--- config.mk ---
export PLATFORM = sky130hd
export DESIGN_NAME = pipeline_hazard_ctrl
export DESIGN_NICKNAME = d
export VERILOG_FILES = /design/src/rtl/hazard_pkg.sv /design/src/rtl/hazard_perf_cnt.sv /design/src/rtl/pipeline_hazard_ctrl.sv
export SDC_FILE = /design/constraint.sdc
export NUM_CORES = 1
export LEC_CHECK = 0
export ABC_AREA = 1
export BUFFER_PORTS_ARGS = -buffer_cell sky130_fd_sc_hd__clkbuf_2
export CORE_ASPECT_RATIO = 0.8
export CORE_MARGIN = 5
export CORE_UTILIZATION = 25
export CTS_CLUSTER_DIAMETER = 150
export CTS_CLUSTER_SIZE = 16
export DETAILED_ROUTE_END_ITERATION = 7
export SKIP_LAST_GASP = 1
export SLEW_MARGIN = 10
export SYNTH_ARGS = -nofsm -noshare
export SYNTH_HDL_FRONTEND = slang
export SYNTH_HIERARCHICAL = 1
export SYNTH_SLANG_ARGS = --single-unit
--- constraint.sdc ---
create_clock -name clk -period 1.8 [get_ports clk]
set_clock_uncertainty 0.15 [all_clocks]
set_input_delay 0.36 -clock clk [delete_from_list [all_inputs] [get_ports clk]]
set_output_delay 0.36 -clock clk [all_outputs]
set_load 0.01 [all_outputs]
--- src/rtl/hazard_pkg.sv ---
// Shared types and constants for the pipeline hazard controller.
// Holds the controller state encoding and register-address constants.
package hazard_pkg;

    typedef enum logic {
        RUN,
        MEM_WAIT
    } hz_state_t;

    localparam int REG_ADDR_W = 5;
    localparam logic [REG_ADDR_W-1:0] X0 = 5'd0;

    // Wait counter is wide enough for MEM_TIMEOUT up to 255.
    localparam int WAIT_CNT_W = 8;

endpackage

--- src/rtl/hazard_perf_cnt.sv ---
// Three free-running event counters for the hazard controller.
// Ports: clk, reset (async, active-high), lu_inc/mw_inc/br_inc strobes,
// perf_lu_stalls/perf_mem_waits/perf_br_flushes WIDTH-bit counts (wrap).
module hazard_perf_cnt #(
    parameter int WIDTH = 32
) (
    input  logic             clk,
    input  logic             reset,
    input  logic             lu_inc,
    input  logic             mw_inc,
    input  logic             br_inc,
    output logic [WIDTH-1:0] perf_lu_stalls,
    output logic [WIDTH-1:0] perf_mem_waits,
    output logic [WIDTH-1:0] perf_br_flushes
);

    logic [WIDTH-1:0] lu_cnt_q, lu_cnt_d;
    logic [WIDTH-1:0] mw_cnt_q, mw_cnt_d;
    logic [WIDTH-1:0] br_cnt_q, br_cnt_d;

    always_comb begin
        lu_cnt_d = lu_cnt_q;
        mw_cnt_d = mw_cnt_q;
        br_cnt_d = br_cnt_q;
        if (lu_inc) lu_cnt_d = lu_cnt_q + 1'b1;
        if (mw_inc) mw_cnt_d = mw_cnt_q + 1'b1;
        if (br_inc) br_cnt_d = br_cnt_q + 1'b1;
    end

    always_ff @(posedge clk or posedge reset) begin
        if (reset) begin
            lu_cnt_q <= '0;
            mw_cnt_q <= '0;
            br_cnt_q <= '0;
        end else begin
            lu_cnt_q <= lu_cnt_d;
            mw_cnt_q <= mw_cnt_d;
            br_cnt_q <= br_cnt_d;
        end
    end

    assign perf_lu_stalls  = lu_cnt_q;
    assign perf_mem_waits  = mw_cnt_q;
    assign perf_br_flushes = br_cnt_q;

endmodule

--- src/rtl/pipeline_hazard_ctrl.sv ---
// Stall/flush sequencer for the 5-stage pipeline: load-use bubbles,
// branch squash, data-memory wait freeze with a timeout watchdog.
// Inputs: ID source regs/uses, EX rd/load/branch, MEM load/store/ready.
// Outputs: mem_req, pc_en, per-register en/flush, mem_timeout, perf_*.
// Optional: define HAZARD_PERF_EN to build the performance counters;
// otherwise perf_* are tied to zero.
module pipeline_hazard_ctrl
    import hazard_pkg::*;
#(
    parameter int WIDTH       = 32,
    parameter int MEM_TIMEOUT = 16
) (
    input  logic                  clk,
    input  logic                  reset,
    input  logic [REG_ADDR_W-1:0] id_rs1,
    input  logic [REG_ADDR_W-1:0] id_rs2,
    input  logic                  id_uses_rs1,
    input  logic                  id_uses_rs2,
    input  logic [REG_ADDR_W-1:0] ex_rd,
    input  logic                  ex_MemRead,
    input  logic                  ex_branch_taken,
    input  logic                  mem_MemRead,
    input  logic                  mem_MemWrite,
    input  logic                  mem_ready,
    output logic                  mem_req,
    output logic                  pc_en,
    output logic                  if_id_en,
    output logic                  if_id_flush,
    output logic                  id_ex_en,
    output logic                  id_ex_flush,
    output logic                  ex_mem_en,
    output logic                  mem_wb_en,
    output logic                  mem_wb_flush,
    output logic                  mem_timeout,
    output logic [WIDTH-1:0]      perf_lu_stalls,
    output logic [WIDTH-1:0]      perf_mem_waits,
    output logic [WIDTH-1:0]      perf_br_flushes
);

    localparam logic [WAIT_CNT_W-1:0] LAST_CNT =
        WAIT_CNT_W'(MEM_TIMEOUT - 1);

    hz_state_t state_q, state_d;
    logic [WAIT_CNT_W-1:0] wait_cnt_q, wait_cnt_d;

    logic memop;
    logic expire;
    logic hold;
    logic branch;
    logic load_use;
    logic rs1_hit;
    logic rs2_hit;

    assign memop  = mem_MemRead | mem_MemWrite;
    assign expire = (state_q == MEM_WAIT) && (wait_cnt_q == LAST_CNT);
    assign hold   = memop & ~mem_ready & ~expire;
    assign branch = ex_branch_taken;

    assign rs1_hit  = id_uses_rs1 && (id_rs1 == ex_rd);
    assign rs2_hit  = id_uses_rs2 && (id_rs2 == ex_rd);
    assign load_use = ex_MemRead && (ex_rd != X0) && (rs1_hit || rs2_hit);

    // Next state. A memop that vanishes mid-wait is illegal, so only
    // mem_ready or the watchdog can leave MEM_WAIT.
    always_comb begin
        state_d    = state_q;
        wait_cnt_d = wait_cnt_q;
        unique case (state_q)
            RUN: begin
                if (hold) begin
                    state_d    = MEM_WAIT;
                    wait_cnt_d = '0;
                end
            end
            MEM_WAIT: begin
                if (mem_ready || expire) begin
                    state_d = RUN;
                end else begin
                    wait_cnt_d = wait_cnt_q + 1'b1;
                end
            end
            default: begin
                state_d    = RUN;
                wait_cnt_d = '0;
            end
        endcase
    end

    always_ff @(posedge clk or posedge reset) begin
        if (reset) begin
            state_q    <= RUN;
            wait_cnt_q <= '0;
        end else begin
            state_q    <= state_d;
            wait_cnt_q <= wait_cnt_d;
        end
    end

    // Output decode. Reset overrides everything so that mem_req drops
    // and all pipeline registers flush without waiting for a clock.
    always_comb begin
        mem_req      = memop;
        mem_timeout  = expire;
        pc_en        = 1'b1;
        if_id_en     = 1'b1;
        if_id_flush  = 1'b0;
        id_ex_en     = 1'b1;
        id_ex_flush  = 1'b0;
        ex_mem_en    = 1'b1;
        mem_wb_en    = 1'b1;
        mem_wb_flush = 1'b0;
        if (reset) begin
            mem_req      = 1'b0;
            mem_timeout  = 1'b0;
            pc_en        = 1'b0;
            if_id_en     = 1'b0;
            if_id_flush  = 1'b1;
            id_ex_en     = 1'b0;
            id_ex_flush  = 1'b1;
            ex_mem_en    = 1'b0;
            mem_wb_en    = 1'b0;
            mem_wb_flush = 1'b1;
        end else if (hold) begin
            // Freeze everything; a bubble drains into WB.
            pc_en        = 1'b0;
            if_id_en     = 1'b0;
            id_ex_en     = 1'b0;
            ex_mem_en    = 1'b0;
            mem_wb_en    = 1'b0;
            mem_wb_flush = 1'b1;
        end else if (branch) begin
            if_id_flush = 1'b1;
            id_ex_flush = 1'b1;
        end else if (load_use) begin
            // Hold PC and IF/ID one cycle, bubble into EX.
            pc_en       = 1'b0;
            if_id_en    = 1'b0;
            id_ex_flush = 1'b1;
        end
    end

`ifdef HAZARD_PERF_EN
    logic lu_inc;
    logic br_inc;

    assign br_inc = ~hold & branch;
    assign lu_inc = ~hold & ~branch & load_use;

    hazard_perf_cnt #(
        .WIDTH(WIDTH)
    ) u_perf (
        .clk            (clk),
        .reset          (reset),
        .lu_inc         (lu_inc),
        .mw_inc         (hold),
        .br_inc         (br_inc),
        .perf_lu_stalls (perf_lu_stalls),
        .perf_mem_waits (perf_mem_waits),
        .perf_br_flushes(perf_br_flushes)
    );
`else
    assign perf_lu_stalls  = '0;
    assign perf_mem_waits  = '0;
    assign perf_br_flushes = '0;
`endif

endmodule

==> out/metrics.cfg <==
[floorplanning]
pin_count = 130
start_util_pct = 26.1
die_x_um = 98.5
num_rows = 25
die_h_um = 80.8
design.die.area_um2 = 7950
core_area_um2 = 6010

[grt]
overflow = 0
track_usage_pct = 6.88
grt_max_degree = 14
antenna_found_initial = 0
grt_pass1_wl_um = 4580
grt_pass1_vias = 1094

[pwr]
p_sw_w = 0.000289
swShare_pct = 38.5
ir_drop_mv = 0.186
powerDensity_nw_per_um2 = 441
leakage_nw = 1.07
p_int_w = 0.000462
seqPwrFrac_pct = 29.8
power_frac_comb_pct = 38.6
clock_power_share_pct = 31.6

[route]
drc = 0
viasPerCell = 3.35
avgRoutedWirePerCell_um = 8.64
top_layer = met4
ant_nets = 0
wirelength_um = 3230
initialDrtViolationCount = 41
dr_wl_met2_um = 1650
wl_met3_um = 330
vias = 1254
met1_length_um = 1200
firstDrtPassIters = 4

[min_path]
hold_class = in2async

[finish]
n_fill_cell = 670
post-route-util_pct = 28.4
drive_above_1_share_pct = 23.5
fin_nets = 319
area_growth_pct = 8.95
n_antenna_cell = 0

[clock_tree]
clock_sinks = 9
htree_levels = 1
numCtsBuffers = 3
clock_latency_ps = 240
clockBufferDepth = 2
clkTransAtPathRegs_ps = 50
cts_root_buf = clkbuf_8
cts_tree = yes

[logic_synthesis]
avgSynthCellArea_um2 = 6.44
ys_seq_area_share_pct = 14.4
ys_top_cells_by_count = 99 x buf_4, 51 x nand2_1, 29 x inv_1
synthTopCellsByArea = buf_4 47%, dfrtp_1 14%, nand2_1 12%, inv_1 7.0%, nor2_1 4.3%
yosysMostFrequentCell = buf_4
syn_inst = 243
synth_edf_count = 0
ys_types = 22
syn-cell-area_um2 = 1570
yosysTopAreaCellShare_pct = 47.5
yosysTopAreaCell = buf_4
synth_warnings = 6
synth-async-reset-ratio_pct = 100
ys.flop_type = dfrtp_1
yosys_register_bits = 9

[timing]
fmax_ghz = 0.476
finalHoldViolCount = 0
tns_ps = -2010
fin_crit_sh_pct = 117
rsz0062_at_grt = true
slew_viol_final = 0
fin_crit_ps = 2100
setup_ws_ps = -300
setup-violations-final = 9

[worst_setup_path]
cp_data_arrival_time_ps = 1590
cp.required_ps = 1290
slowest_stage = dfrtp_1
critical-path-max-stage-delay_ps = 390
cpMostUsedCell = buf_6
start_kind = flop
critical_path_class = reg2out
end_kind = primary output
path_cells = ha_4 > nand2_4 > nor2_4 > nand3_2 > buf_4 > buf_6 > buf_6 > nor2_4 > buf_6
crit_fanout = 3

[placed_design]
place.port_buffers = 33
dpl.hpwl_um = 2750
gp_congestion = 0.819

[run_status]
failed_checks = setup timing
status = finished with violations

[flow_run]
drv_cap = 0

worst paths after layout:
| check | start | endpoint | slack (ps) | cells after the start |
|---|---|---|---|---|
| max in group asynchronous | reset | wait_cnt_q[2] | 1210 | 2 |
| max | wait_cnt_q[0] | mem_timeout | -300 | 9 |
| min in group clk | mem_ready | wait_cnt_q[0] | 330 | 4 |
| max reg2reg | wait_cnt_q[0] | wait_cnt_q[4] | 10 | 11 |
| min | reset | wait_cnt_q[0] | 30 | 2 |
| min reg2reg | wait_cnt_q[5] | wait_cnt_q[5] | 390 | 2 |
power by group through the flow:
stage	logic, W	registers [W]	clock network (W)
after global routing	0.000326	0.000224	0.000258
after global placement	0.000252	0.000222	0
after detailed placement	0.000253	0.000222	0
after CTS	0.000255	0.000219	0.000246
after floorplan	0.000333	0.000225	0
final	0.000290	0.000224	0.000238
routing by layer:
layer | up-vias | GRT usage [%]
li1 | 636 | -
met1 | 547 | 8.07
met2 | 65 | 12.1
met3 | 6 | 1.89
met4 | 0 | 2.59
met5 | - | 0
flip-flops by register name, indices dropped and copies added (netlist names):
| name | flops |
|---|---|
| state_q | 1 |
| wait_cnt_q | 8 |
area by class of cell:
| cell class | instances | area (um2) | share of cell area [%] |
|---|---|---|---|
| multi-input combinational | 199 | 876 | 51.4 |
| tap | 81 | 101 | 5.94 |
| timing repair buffer | 51 | 345 | 20.2 |
| clock buffer | 4 | 45.0 | 2.64 |
| inverter | 30 | 113 | 6.60 |
| sequential | 9 | 225 | 13.2 |
stage by stage:
| step | setup WS (ps) | hold WS, ps | total power [W] | cell area (um2) | std cells |
|---|---|---|---|---|---|
| global placement | 3.71 | 275 | 0.000473 | 1510 | 361 |
| global route | -372 | 77.5 | 0.000808 | 1710 | 374 |
| detailed placement | -38.7 | 276 | 0.000475 | 1510 | 361 |
| CTS | -245 | 33.0 | 0.000720 | 1580 | 367 |
| finish | -300 | 31.1 | 0.000751 | 1710 | 374 |
| floorplan | -132 | 37.9 | 0.000558 | 1940 | 338 |
critical path, delay by kind of cell (launching register included):
kind                     cells  cell delay, ps
adder cells (fa/ha/maj)      1             170
AND/OR/NAND/NOR              4             320
buffers and inverters        4             480
flip-flops                   1             390
cell usage in the layout (no fill, tap or decap):
| master | netlist | layout |
|---|---|---|
| a21oi_1 | 2 | 2 |
| buf_2 | 0 | 2 |
| buf_4 | 99 | 16 |
| buf_6 | 1 | 8 |
| clkbuf_1 | 0 | 1 |
| clkbuf_2 | 0 | 25 |
| clkbuf_8 | 0 | 3 |
| conb_1 | 1 | 96 |
| dfrtp_1 | 9 | 9 |
| ha_4 | 0 | 1 |
| inv_1 | 29 | 26 |
| inv_2 | 1 | 4 |
| nand2_1 | 51 | 50 |
| nand2_2 | 1 | 1 |
| nand2_4 | 0 | 1 |
| nand3_1 | 12 | 12 |
| nand3_2 | 2 | 1 |
| nand3_4 | 0 | 1 |
| nand3b_1 | 1 | 1 |
| nor2_1 | 18 | 16 |
| nor2_4 | 1 | 3 |
| nor3_1 | 3 | 3 |
| nor3_2 | 1 | 1 |
| o21ai_0 | 6 | 6 |
| o21ai_2 | 0 | 1 |
| o31ai_1 | 1 | 1 |
| or2_2 | 1 | 1 |
| xor2_1 | 1 | 1 |
timing repair:
item,in CTS,in global routing
setup endpoints to repair,9,15
buffers inserted,2,7
pin swaps,5,5
resized for setup,2,21
hold buffers,0,0
cells by family (layout without fill, tap and decap cells):
kind of cell	after synthesis	count (layout)	share of synthesized area, %
buffers and inverters	130	85	55.4
AND/OR/NAND/NOR	91	91	25.3
AO/OA/AOI/OAI	10	10	3.36
flip-flops	9	9	14.4
adder cells (fa/ha/maj)	1	1	0.799
other	1	96	0.240
XOR/XNOR	1	1	0.560
(Power assumes the default switching activity.)
